==> config.mk <==
export PLATFORM = sky130hd
export DESIGN_NAME = pipe_hazard_ctrl
export DESIGN_NICKNAME = d
export VERILOG_FILES = /design/src/rtl/pipe_hazard_ctrl.sv
export SDC_FILE = /design/constraint.sdc
export NUM_CORES = 1
export LEC_CHECK = 0
export CORE_AREA = 2 2 73 75
export CTS_CLUSTER_SIZE = 8
export DETAILED_ROUTE_END_ITERATION = 8
export DIE_AREA = 0 0 75 77
export PLACE_DENSITY = 0.9
export SYNTH_ARGS = -nofsm -noshare
export SYNTH_HDL_FRONTEND = slang
export SYNTH_SLANG_ARGS = --single-unit
==> constraint.sdc <==
create_clock -name clk -period 4.5 [get_ports clk]
set_input_delay 0.9 -clock clk [delete_from_list [all_inputs] [get_ports clk]]
set_output_delay 0.9 -clock clk [all_outputs]
set_load 0.02 [all_outputs]
==> src/rtl/pipe_hazard_ctrl.sv <==
// pipe_hazard_ctrl: hazard detection, stall/bubble/flush generation and
// operand-forward selection for the 5-stage RV32I pipeline (IF ID EX MEM WB).
// Keeps a private shadow of {rd, we, load} for EX, MEM and WB, plus saturating
// stall/flush cycle counters.
// Build option: define HAZARD_FWD_EN to enable operand forwarding; when it is
// undefined every RAW dependency interlocks until the producer has retired.
module pipe_hazard_ctrl #(
    parameter int CNT_W = 16
) (
    input  logic             clk,
    input  logic             reset,
    input  logic             id_valid,
    input  logic [4:0]       id_rs1,
    input  logic [4:0]       id_rs2,
    input  logic             id_use_rs1,
    input  logic             id_use_rs2,
    input  logic [4:0]       id_rd,
    input  logic             id_we,
    input  logic             id_load,
    input  logic             ex_branch_taken,
    output logic             stall,
    output logic             bubble_ex,
    output logic             flush_ifid,
    output logic [1:0]       fwd_a,
    output logic [1:0]       fwd_b,
    output logic [CNT_W-1:0] stall_cnt,
    output logic [CNT_W-1:0] flush_cnt
);

    typedef enum logic [1:0] {
        S_RUN,
        S_INTERLOCK,
        S_FLUSH
    } state_t;

    typedef struct packed {
        logic [4:0] rd;
        logic       we;
        logic       load;
    } shadow_t;

    localparam logic [CNT_W-1:0] CNT_ONE = CNT_W'(1);

    state_t  state_q, state_d;
    shadow_t ex_q, mem_q, wb_q;
    shadow_t ex_d;

    logic [1:0]       fwd_a_q, fwd_b_q;
    logic [1:0]       fwd_a_d, fwd_b_d;
    logic [CNT_W-1:0] stall_cnt_q, flush_cnt_q;

    logic id_live;
    logic m_ex_a, m_mem_a, m_wb_a;
    logic m_ex_b, m_mem_b, m_wb_b;
    logic raw_hazard;

    // The WB load flag has no consumer: it is kept only so every shadow
    // stage carries the same record.
    logic unused_shadow_bits;
    assign unused_shadow_bits = wb_q.load;

    // A shadow stage matches a source when it writes a non-zero rd equal to
    // that source and the ID instruction really reads it.
    function automatic logic src_match(input shadow_t s, input logic [4:0] src,
                                       input logic use_src);
        return s.we && (s.rd != 5'd0) && (s.rd == src) && use_src;
    endfunction

    // Source match flags and the raw-hazard condition for the current ID slot.
    always_comb begin
        // In the cycle after a taken branch the ID slot holds a squashed
        // instruction, so whatever id_valid says is ignored.
        id_live = id_valid && (state_q != S_FLUSH);

        m_ex_a  = src_match(ex_q,  id_rs1, id_use_rs1);
        m_mem_a = src_match(mem_q, id_rs1, id_use_rs1);
        m_wb_a  = src_match(wb_q,  id_rs1, id_use_rs1);
        m_ex_b  = src_match(ex_q,  id_rs2, id_use_rs2);
        m_mem_b = src_match(mem_q, id_rs2, id_use_rs2);
        m_wb_b  = src_match(wb_q,  id_rs2, id_use_rs2);

`ifdef HAZARD_FWD_EN
        // Only a load in EX cannot be forwarded in time.
        raw_hazard = id_live && ex_q.load && (m_ex_a || m_ex_b);
`else
        // Without forwarding any in-flight producer blocks the reader.
        raw_hazard = id_live &&
                     (m_ex_a || m_mem_a || m_wb_a || m_ex_b || m_mem_b || m_wb_b);
`endif
    end

    // Pipeline control outputs; a taken branch overrides any stall.
    always_comb begin
        stall      = 1'b0;
        bubble_ex  = 1'b0;
        flush_ifid = 1'b0;
        if (!reset) begin
            if (ex_branch_taken) begin
                flush_ifid = 1'b1;
                bubble_ex  = 1'b1;
            end else if (state_q == S_FLUSH) begin
                bubble_ex  = 1'b1;
            end else if (raw_hazard) begin
                stall      = 1'b1;
                bubble_ex  = 1'b1;
            end
        end
    end

    // Next FSM state.
    always_comb begin
        state_d = state_q;
        if (ex_branch_taken) begin
            state_d = S_FLUSH;
        end else if (state_q == S_FLUSH) begin
            state_d = S_RUN;
        end else if (raw_hazard) begin
            state_d = S_INTERLOCK;
        end else begin
            state_d = S_RUN;
        end
    end

    // Next EX shadow entry and forward selects for the instruction entering EX.
    always_comb begin
        ex_d    = '0;
        fwd_a_d = 2'b00;
        fwd_b_d = 2'b00;
        if (id_live && !bubble_ex) begin
            ex_d.rd   = id_rd;
            ex_d.we   = id_we;
            ex_d.load = id_load;
`ifdef HAZARD_FWD_EN
            // Youngest producer wins: EX, then MEM, then WB.
            if (m_ex_a)       fwd_a_d = 2'b01;
            else if (m_mem_a) fwd_a_d = 2'b10;
            else if (m_wb_a)  fwd_a_d = 2'b11;
            if (m_ex_b)       fwd_b_d = 2'b01;
            else if (m_mem_b) fwd_b_d = 2'b10;
            else if (m_wb_b)  fwd_b_d = 2'b11;
`endif
        end
    end

    // State, shadow pipeline and forward-select registers.
    always_ff @(posedge clk) begin
        if (reset) begin
            state_q <= S_RUN;
            ex_q    <= '0;
            mem_q   <= '0;
            wb_q    <= '0;
            fwd_a_q <= 2'b00;
            fwd_b_q <= 2'b00;
        end else begin
            state_q <= state_d;
            ex_q    <= ex_d;
            mem_q   <= ex_q;
            wb_q    <= mem_q;
            fwd_a_q <= fwd_a_d;
            fwd_b_q <= fwd_b_d;
        end
    end

    // Saturating stall/flush cycle counters.
    always_ff @(posedge clk) begin
        if (reset) begin
            stall_cnt_q <= '0;
            flush_cnt_q <= '0;
        end else begin
            if (stall && (stall_cnt_q != '1)) begin
                stall_cnt_q <= stall_cnt_q + CNT_ONE;
            end
            if (flush_ifid && (flush_cnt_q != '1)) begin
                flush_cnt_q <= flush_cnt_q + CNT_ONE;
            end
        end
    end

    assign fwd_a     = fwd_a_q;
    assign fwd_b     = fwd_b_q;
    assign stall_cnt = stall_cnt_q;
    assign flush_cnt = flush_cnt_q;

endmodule

======== Yosys cells after proc, flatten, opt, wreduce, memory -nomap -nowiden ========
Cells that the tools add are included.
operators by class
  add/sub/neg operators ................... 2
  eq/ne operators ......................... 10
  multiplexer cells ....................... 12
  bitwise gates (word level) .............. 1
  reduce and logical (&&, ||, !) cells .... 31
operators with widths
  operator                                        number
  adder 16 x 1 -> 16 bit (second input constant)  2
  inequality test 16 bit (second input constant)  2
  == test 5 bit                                   6
  logical AND 1 bit                               20
  nonzero test 5 bit                              3
  2-to-1 mux 1 bit                                11
  logical OR 1 bit                                5
  OR reduction 3 bit                              1
  == test 2 bit (second input constant)           1
  2-to-1 mux 2 bit                                1
  inequality test 2 bit (second input constant)   1
  OR reduction 2 bit                              1
  zero test 1 bit                                 1
  inverter 1 bit                                  1
word-level totals
  register bits after elaboration ......... 52
  input bits .............................. 23
  output and inout port bits .............. 39
  logic and storage cells ................. 66

======== Longest topological paths before layout ========
Gate-level depths: netlist of the first run.
  word-level depth ........................ 18
  mapped depth ............................ 9
  gate-level depth less buffers ........... 7

======== Worst setup path before layout of the first run ========
Ideal clock, no wire load.
  path type ............................... in2out
  start point ............................. in id_rs2[4]
  end point ............................... out bubble_ex
  arrival ................................. 2.057 ns
  data required time ...................... 3.600 ns
  slack ................................... 1.543 ns
  cell stages on the path ................. 7
  buffers on the path ..................... 0
  cells stage by stage .................... xnor2_1 nand3_1 nor4_1 o31ai_2 nand2_1 nand2_1 a21oi_1
between the ends
  longest elaborated chain between the ends .. 11
  elaborated cells on any way between the ends .. 17
  classes of those cells .................. eq/ne (3); mux (4); reduce/logical (10)
RTL lines
  what                            line  source
  start, declared                 14    input logic [4:0] id_rs2,
  == test 5 bit                   66    return s.we && (s.rd != 5'd0) && (s.rd == src) && use_src;
  logical AND 1 bit (2 in a row)  66
  logical OR 1 bit (2 in a row)   88    (m_ex_a || m_mem_a || m_wb_a || m_ex_b || m_mem_b || m_wb_b);
  logical OR 1 bit *              88
  logical AND 1 bit *             87    raw_hazard = id_live &&
  2-to-1 mux 1 bit *              103   end else if (raw_hazard) begin
  2-to-1 mux 1 bit *              101   end else if (state_q == S_FLUSH) begin
  2-to-1 mux 1 bit *              98    if (ex_branch_taken) begin
  2-to-1 mux 1 bit *              97    if (!reset) begin
  end, declared                   22    output logic bubble_ex,
Every way passes the cells marked *; elsewhere a longest branch is shown, timed or not.

======== Final worst setup path of the first run ========
  start point ............................. in id_rs2[0]
  end point ............................... out bubble_ex
Same word-level chain as after synthesis.

==> flow_metrics.env, run 1 <==
export IMPL_outcome="completed"
export IMPL_ys_ff_latch=52
export IMPL_synth_fa_ha_area_share_pct=0.982
export IMPL_setup_viol=0
export IMPL_ys_seq_area_share_pct=40.9
export IMPL_core_area_sq_mm=0.00498
export IMPL_hold_start="mem_q[1]"
export IMPL_netlist_area_leader_share_pct=40.9
export IMPL_fin_nets=363
export IMPL_drc=0
export IMPL_irDropWorstVdd_uv=266
export IMPL_htree_levels=2
export IMPL_viasPerCell=5.31
export IMPL_drtPass1Iterations=5
export IMPL_synth_cells=284
export IMPL_p_leak_nw=1.16
export IMPL_place_area_sq_mm=0.00314
export IMPL_crit_fanout=5
export IMPL_first_iter_violations=104
export IMPL_synth_top_family_by_area="simple AND/OR/NAND/NOR gates"
export IMPL_grtUsageTotal_pct=20.7
export IMPL_syn2layout_area_growth_pct=27.7
export IMPL_gr_total_overflow=0
export IMPL_cts_reportedPaths_clkPinSlew_ns=0.09
export IMPL_register_area_sq_mm=0.00104
export IMPL_top_usage_layer="met2"
export IMPL_worstPathRequired_ns=3.60
export IMPL_numCtsBuffers=5
export IMPL_multi_input_area_sq_mm=0.00142
export IMPL_start_util_pct=51.2
export IMPL_antenna_found_initial=0
export IMPL_via_count=2170
export IMPL_die_area_sq_mm=0.00578
export IMPL_use_met3_pct=5.39
export IMPL_cts_sinks=52
export IMPL_cts_setup_buffers=0
export IMPL_drv_cap=0
export IMPL_fin_area_sq_mm=0.00325
export IMPL_fin_tns_setup_ns=0
export IMPL_die_y_microns=77
export IMPL_synth_compound_area_share_pct=7.56
export IMPL_cts_tree="yes"
export IMPL_p_per_area_mw_per_mm2=264
export IMPL_synthTopCellsByArea="dfxtp_1, xnor2_1, nor2b_1, xor2_1, nor2_1"
export IMPL_fin_crit_sh_pct=92.0
export IMPL_met2_usage_pct=34.0
export IMPL_yosysUniqueCellTypes=39
export IMPL_port_buffers=56
export IMPL_clk_insertion_delay_late_ns=0.30
export IMPL_grt_pass1_wl_microns=9560
export IMPL_power_total_mw=0.858
export IMPL_fin_crit_ns=4.14
export IMPL_worstSetupPathType="input pin to primary output"
export IMPL_postCtsHoldBufs=0
export IMPL_finClkSkew_ns=0.00514
export IMPL_grt_max_degree=34
export IMPL_routed_wl_microns=5580
export IMPL_drive_gt1_share_pct=7.67
export IMPL_max_freq_mhz=241
export IMPL_rsz0062_at_grt="false"
export IMPL_drtAntennaViolNets=0
export IMPL_grt_pass1_vias=2113
export IMPL_hold_class="flop to flop"
export IMPL_avgSynthCellArea_sq_um=8.97
export IMPL_post_place_ws_ns=0.392
export IMPL_crit_path_end_kind="primary output"
export IMPL_worstSetupStartpointType="input pin"
export IMPL_rows=26
export IMPL_dp_hpwl_microns=4120
export IMPL_synthesis_area_sq_mm=0.00255
export IMPL_cts_resized=0
export IMPL_clockRootBuffer="clkbuf_8"
export IMPL_synth_warnings=0
export IMPL_drv_slew=0
export IMPL_r2r_start="ex_q[4]"
export IMPL_hold_viol_final=0
export IMPL_die_width_microns=75
export IMPL_pin_count=62
export IMPL_fillCellCount=424
export IMPL_yosys_area_share_xor_xnor_pct=13.8
export IMPL_synth_mux_area_share_pct=5.16
export IMPL_antenna_cells=0
export IMPL_synth_simple_area_share_pct=27.7
export IMPL_cts_buffer_depth=2
export IMPL_arrival_ns=3.24
export IMPL_yosys_area_top_type="dfxtp_1"
export IMPL_crit_start="id_rs2[0]"
export IMPL_setup_slack_ns=0.358
export IMPL_utilization_pct=65.3
export IMPL_wl_per_cell_microns=13.6
export IMPL_place_gp_congestion=0.851
export IMPL_use_met1_pct=26.2
## cell type report
class                      count  share of cell area (%)
clock buffer                   5                    2.12
clock inverter                 3                    1.31
inverter                       6                   0.693
multi-input combinational    215                    43.6
sequential                    52                    32.0
tap                           70                    2.69
timing repair buffer          58                    17.5
## per-stage QoR
step / hold slack [ns] / std cells
6_report: 0.487 / 409
5_1_grt: 0.502 / 409
4_1_cts: 0.488 / 409
3_5_place_dp: 0.474 / 401
3_3_place_gp: 0.470 / 401
2_1_floorplan: 0.434 / 287
## kinds of logic (layout without fill, tap and decap cells)
kind of cell	after synthesis	count (layout)
simple gates	129	129
flops	52	52
xor+xnor	40	40
compound gates	28	28
buf+inv	20	72
mux	12	12
fa+ha+maj	2	2
other cells	1	4
## worst paths after layout
kind              slack [ns]  cells past startpoint       endpoint
setup / recovery        0.36                      9      bubble_ex
hold / removal          0.49                      1        wb_q[1]
setup reg to reg        1.99                      8  stall_cnt[15]
hold reg to reg         0.49                      1        wb_q[1]
## state kept, by name (all words and copies together), names as in the netlist
name,cells
flush_cnt,16
stall_cnt,16
ex_q,6
mem_q,6
wb_q,6
state_q,2
## metal layers
metal | routed length, microns | share of wire (%)
met1 | 2390 | 43
met4 | 103 | 1.8
met5 | 0 | 0
met2 | 2770 | 50
met3 | 311 | 5.6
## synth_stat cells
library cell / n
a31o_2: 1
nor2_1: 28
and3_1: 5
nor3_1: 3
ha_1: 2
xnor2_1: 24
dfxtp_1: 52
conb_1: 1
nand3_1: 18
nor4_1: 6
a21oi_2: 2
a21bo_1: 2
mux2_2: 9
a21oi_1: 10
o21ai_0: 5
a211o_1: 1
buf_2: 1
and4_1: 4
nand2b_1: 1
mux2i_1: 3
o31a_1: 1
inv_1: 6
or4_1: 3
or3_1: 4
a211oi_1: 1
nand4_1: 13
o21bai_1: 1
and2_1: 7
nand3b_1: 4
buf_6: 1
buf_4: 4
o21ai_2: 1
buf_1: 2
o31ai_2: 2
nand2_1: 10
xor2_1: 16
nor2b_1: 23
o21ai_1: 1
clkbuf_1: 6
## cells in the final DEF, fill, tap and decap left out, types with 2 or more instances in the layout
| cell type | Yosys | final |
|---|---|---|
| clkdlybuf4s50_1 | 0 | 55 |
| dfxtp_1 | 52 | 52 |
| nor2_1 | 28 | 28 |
| xnor2_1 | 24 | 24 |
| nor2b_1 | 23 | 23 |
| nand3_1 | 18 | 18 |
| xor2_1 | 16 | 16 |
| nand4_1 | 13 | 13 |
| a21oi_1 | 10 | 10 |
| nand2_1 | 10 | 10 |
| mux2_2 | 9 | 9 |
| and2_1 | 7 | 7 |
| inv_1 | 6 | 6 |
| nor4_1 | 6 | 6 |
| and3_1 | 5 | 5 |
| o21ai_0 | 5 | 5 |
| clkbuf_8 | 0 | 5 |
| nand3b_1 | 4 | 4 |
| and4_1 | 4 | 4 |
| or3_1 | 4 | 4 |
| conb_1 | 1 | 4 |
| or4_1 | 3 | 3 |
| nor3_1 | 3 | 3 |
| mux2i_1 | 3 | 3 |
| o31ai_2 | 2 | 2 |
| a21oi_2 | 2 | 2 |
| a21bo_1 | 2 | 2 |
| ha_1 | 2 | 2 |
| buf_4 | 4 | 2 |
## critical path, stage by stage
cell             delay (ns)
clkdlybuf4s50_1        0.58
xnor2_1                0.17
nand3_1                0.11
nor4_1                 0.38
o31ai_2                0.16
nand2_1                0.12
nand2_1                0.06
a21oi_1                0.13
clkdlybuf4s50_1        0.63
## power breakdown
group / switching [mW] / internal [mW]
Sequential: 0.00512 / 0.464
Combinational: 0.0361 / 0.0373
Clock: 0.150 / 0.165
Note: power is estimated with default switching activity, not from simulation.
==> run 2: changes to the inputs <==
==> constraint.sdc (replaced) <==
create_clock -name clk -period 4.5 [get_ports clk]
set_input_delay 0.45 -clock clk [delete_from_list [all_inputs] [get_ports clk]]
set_output_delay 0.45 -clock clk [all_outputs]
set_load 0.02 [all_outputs]
==> run 2 against run 1 <==
Setup slack improved by 0.86 ns. Clock skew rose by 0.0013 ns. Fmax rose by 26%. Critical endpoint unchanged.
==> flow_metrics.env, run 2 (same netlist as run 1, synthesis figures left out) <==
export IMPL_outcome="completed"
export IMPL_crit_path_end_kind="primary output"
export IMPL_numCtsBuffers=5
export IMPL_hold_viol_final=0
export IMPL_wl_per_cell_microns=13.7
export IMPL_place_gp_congestion=0.866
export IMPL_power_total_mw=0.866
export IMPL_setup_slack_ns=1.21
export IMPL_htree_levels=2
export IMPL_grt_max_degree=58
export IMPL_clockPowerShare_pct=37.4
export IMPL_top_layer_used="met4"
export IMPL_rows=26
export IMPL_hold_class="flop to flop"
export IMPL_fin_crit_sh_pct=73.0
export IMPL_path_cells="clkdlybuf4s50_1, xnor2_1, nand3_1, nor4_1, o31ai_2, nand2_1, nand2_1, a21oi_1, clkdlybuf4s50_1"
export IMPL_cts_tree="yes"
export IMPL_cts_buffer_depth=2
export IMPL_crit_slowest_cell="clkdlybuf4s50_1"
export IMPL_p_int_mw=0.669
export IMPL_antenna_cells=0
export IMPL_max_freq_mhz=304
export IMPL_finClkSkew_ns=0.00639
export IMPL_pin_count=62
export IMPL_worstSetupPathType="input pin to primary output"
export IMPL_start_util_pct=51.2
export IMPL_rsz0062_at_grt="false"
export IMPL_dp_cells=399
export IMPL_fin_nets=361
export IMPL_port_buffers=56
export IMPL_routed_wl_microns=5590
export IMPL_drtPass1Iterations=4
export IMPL_irDropWorstVdd_uv=195
export IMPL_first_iter_violations=84
export IMPL_clk_insertion_delay_late_ns=0.30
export IMPL_power_switching_mw=0.197
export IMPL_combPwrFrac_pct=8.4
export IMPL_worst_path_largest_cell_delay_ns=0.66
export IMPL_viasPerCell=5.31
export IMPL_worstPathRequired_ns=4.05
export IMPL_final_cells=407
export IMPL_cts_setup_buffers=0
export IMPL_seq_power_share_pct=54.2
export IMPL_postCtsHoldBufs=0
export IMPL_p_leak_nw=1.15
export IMPL_tightest_slew_ns=0.968
export IMPL_fin_crit_ns=3.29
export IMPL_cts_resized=0
export IMPL_dp_hpwl_microns=4000
export IMPL_slew_headroom_pct=35.5
export IMPL_drive_gt1_share_pct=6.82
export IMPL_setup_viol=0
export IMPL_crit_fanout=5
export IMPL_worstSetupStartpointType="input pin"
export IMPL_post_place_ws_ns=1.22
export IMPL_cts_reportedPaths_clkPinSlew_ns=0.09
export IMPL_die_area_sq_mm=0.00578
export IMPL_final_cell_mix="clkdlybuf4s50_1, dfxtp_1, nor2_1"
export IMPL_holdWs_ns=0.490
export IMPL_cts_sinks=52
export IMPL_drv_slew=0
export IMPL_syn2layout_area_growth_pct=27.1
export IMPL_drtAntennaViolNets=0
export IMPL_drv_cap=0
export IMPL_fillCellCount=408
export IMPL_clockRootBuffer="clkbuf_8"
export IMPL_met3_length_microns=273
export IMPL_wl_met1_microns=2510
export IMPL_core_area_sq_mm=0.00498
export IMPL_die_y_microns=77
export IMPL_grt_pass1_vias=2127
export IMPL_arrival_ns=2.84
export IMPL_via_count=2163
export IMPL_swShare_pct=22.7
export IMPL_layout_commonest_cell="clkdlybuf4s50_1"
export IMPL_die_width_microns=75
export IMPL_grtUsageTotal_pct=20.1
export IMPL_grt_pass1_wl_microns=9250
export IMPL_fin_tns_setup_ns=0
export IMPL_p_per_area_mw_per_mm2=268
export IMPL_gr_total_overflow=0
export IMPL_antenna_found_initial=0
export IMPL_wl_met2_microns=2750
export IMPL_drc=0
[run 2: changes by cell type in the layout (fill, tap and decap cells not counted), sizes merged]
cell	previous run	this run
inv	6	7
buf	3	1
clkinvlp	1	0
clkinv	1	0
clkbuf	5	6
[run 2: through the flow]
stage	utilization [%]	area [sq um]
2_1_floorplan	-	2560
3_3_place_gp	62.8	3130
3_5_place_dp	62.8	3130
4_1_cts	65.0	3240
5_1_grt	65.0	3240
6_report	65.0	3240
[run 2: path summary, 6_finish.rpt]
check             slack, ns  depth (start not counted)      start             to
setup / recovery       1.21                          9  id_rs1[3]      bubble_ex
hold / removal         0.49                          1    ex_q[1]       mem_q[1]
setup reg to reg       1.90                          7    ex_q[4]  stall_cnt[15]
hold reg to reg        0.49                          1    ex_q[1]       mem_q[1]
[run 2: routing by layer]
layer | up-vias | track usage [%]
li1 | 1079 | -
met1 | 1021 | 24.5
met2 | 54 | 34.3
met3 | 9 | 5.12
met4 | 0 | 5.89
met5 | - | 0
[run 2: final cells by class]
cell class / instances / area (sq um) / area share, %
Timing Repair Buffer: 56 / 556 / 17.2
Clock buffer: 6 / 72.6 / 2.24
Multi-Input combinational cell: 215 / 1420 / 43.8
Clock inverter: 2 / 38.8 / 1.20
Tap cell: 70 / 87.6 / 2.71
Sequential cell: 52 / 1040 / 32.2
Inverter: 6 / 22.5 / 0.696
[run 2: critical path: cells and delay by family]
family                    cells  cell delay, ns
xor gates and xnor gates      1            0.16
AOI/OAI and AO/OA             2            0.31
buffers and inverters         2            1.26
and+or+nand+nor               4            0.66
[run 2: power groups by stage]
stage / Clock (mW) / Combinational, mW / Sequential, mW
after floorplan: 0 / 0.0400 / 0.481
after detailed placement: 0 / 0.0725 / 0.480
final: 0.324 / 0.0727 / 0.469
after CTS: 0.330 / 0.0730 / 0.469
after global routing: 0.347 / 0.0789 / 0.470
after global placement: 0 / 0.0704 / 0.480
==> edit: new RTL, config.mk and constraints of run 1 <==
Add a define of `HAZARD_FWD_EN`.
--- a/src/rtl/pipe_hazard_ctrl.sv
+++ b/src/rtl/pipe_hazard_ctrl.sv
@@ -6,2 +6,4 @@
 // undefined every RAW dependency interlocks until the producer has retired.
+`define HAZARD_FWD_EN
+
 module pipe_hazard_ctrl #(
Formal check against the unedited RTL: not equivalent (Yosys sat finds a counterexample within 4 cycles, from zero or initial values and one cycle with reset high).
==> edit against run 1 <==
- sequential share of layout area increased by 0.13 points
- hold slack about the same
- clock power grew 48%
- design area increased by 9.2%
- wire length up 10%
- sequential cell count up 5
- final cell count rose by 9.0%
- count of clock-buffer cells in the layout grew 4
- area after synthesis rose by 5.6%
- fmax is 1.4% lower
- total power up 23%
- combinational power is 2% lower
- global-route usage grew 1.6 points
- setup slack got worse by 0.060 ns
- critical path type unchanged
==> edit: results (changes against run 1) <==
- Status: complete, no violations
- Routed length on met3: 306 um (-1.6%)
- Placement Setup Slack: 0.3251 ns (-0.06728 ns)
- Clock buf/inv share: 5.499% (+2.1 points)
- Netlist cell types: 40 (+2.6%)
- Seq area share: 32.15% (+0.13 points)
- Num CTS Buffers: 9 (+4)
- Achievable clock frequency: 238.0 MHz (-1.4%)
- Max incr delay on CP: 0.61 ns (-0.02 ns)
- Reg2reg end: stall_cnt[12]$_SDFFE_PP0P_
- Dpl hpwl: 4444 um (+7.8%)
- Sequential-to-total area share from yosys stat: 42.42% (+1.6 points)
- Mux contribution to synthesized area: 2.000% (-3.2 points)
- CP Launch Point: id_rs2[4]
- Nonclk inv count: 8 (+2)
- Filler Cells Inserted: 417 (-1.7%)
- Synth Area in Compound Gates: 9.395% (+1.8 points)
- WHS: 0.4864 ns (-0.0003320 ns)
- Footprint of the multi-input gates: 1470 um^2 (+3.6%)
- GR Util met3: 6.045% (+0.66 points)
- Drt wl/cell: 13.78 um (+1.0%)
- Multi-In Gates: 232 (+7.9%)
- Most instantiated cells after synthesis: dfxtp_1, nor2_1, xor2_1, nor2b_1, xnor2_1
- Reg2Reg Launch Point: ex_q[6]$_SDFF_PP0_
- Fin nets: 396 (+9.1%)
- Largest net degree at the start of global routing: 50 (+47%)
- Met2 Use GR: 32.63% (-1.4 points)
- Slowest CP cell: clkdlybuf4s50_1
- H-tree levels: 3 (+1)
- Register share of total power: 48.9% (-5.8 points)
- Total track usage: 22.35% (+1.6 points)
- Clock transition at path regs: 0.06 ns (-0.03 ns)
- Ys async rst share: 0% (unchanged)
- Worst skew pair latency: 0.34 ns (+0.04 ns)
- P_clk: 0.000466 W (+48%)
- Leak Pwr: 1.234 nW (+6.4%)
- Via count: 2399 (+11%)
- Share of cells above drive strength 1: 5.851% (-1.8 points)
- Routed metal-1 wire length: 2821 um (+18%)
- Vias in the first global route: 2131 (+0.85%)
- R2r setup slk: 2.09 ns (+0.10 ns)
- Area share of fa/ha/maj cells after synthesis: 0.9302% (-0.052 points)
- Reg2Reg Depth: 7 (-1)
- Post-synthesis xor/xnor area fraction: 14.33% (+0.57 points)
- Starting DRT DRC Count: 203 (+95%)
- Met1 usage: 30.31% (+4.1 points)
- Area contributors post-synth: dfxtp_1, xor2_1, xnor2_1
- I/O Buffers: 61 (+8.9%)
- P_int: 0.0008009 W (+20%)
- Wire length on met2: 2898 um (+4.7%)
- Global-route wire length before repair: 9804 um (+2.5%)
- Final Wtd Congestion: 0.8670 (+1.9%)
- Seq cells: 57 (+9.6%)
- Buffering overhead: 17.62% (+0.079 points)
- PD cells: 296.9 nW/um^2 (+13%)
- Clock Skew: 0.007551 ns (+0.002415 ns)
- Non-clock buffers: 63 (+8.6%)
- Worst vdd ir: 222.6 uV (-16%)
## edit: cell count changes after synthesis, sizes merged, moves of 6 or more
cell | run 1 | this run
nor2 | 28 | 41
xor2 | 16 | 26
mux2 | 9 | 3
xnor2 | 24 | 18
## edit: worst reg2reg max path, stage by stage (launching register included)
cell and delay, ns:
dfxtp_1 0.37, xor2_1 0.18, nor4_1 0.34, nand3_1 0.23, a21o_1 0.29, buf_4 0.19
nor4_1 0.32, mux2_2 0.37
## edit: kinds of logic after synthesis
group,after synthesis
fa+ha+maj,2
flops,57
mux,5
xor+xnor,44
simple gates,141
compound gates,40
buf+inv,18
## edit: per-stage QoR
| stage | instances | cell area, um^2 |
|---|---|---|
| 2_1_floorplan | 307 | 2690 |
| 3_3_place_gp | 430 | 3354 |
| 3_5_place_dp | 430 | 3354 |
| 4_1_cts | 446 | 3550 |
| 5_1_grt | 446 | 3550 |
| 6_report | 446 | 3550 |
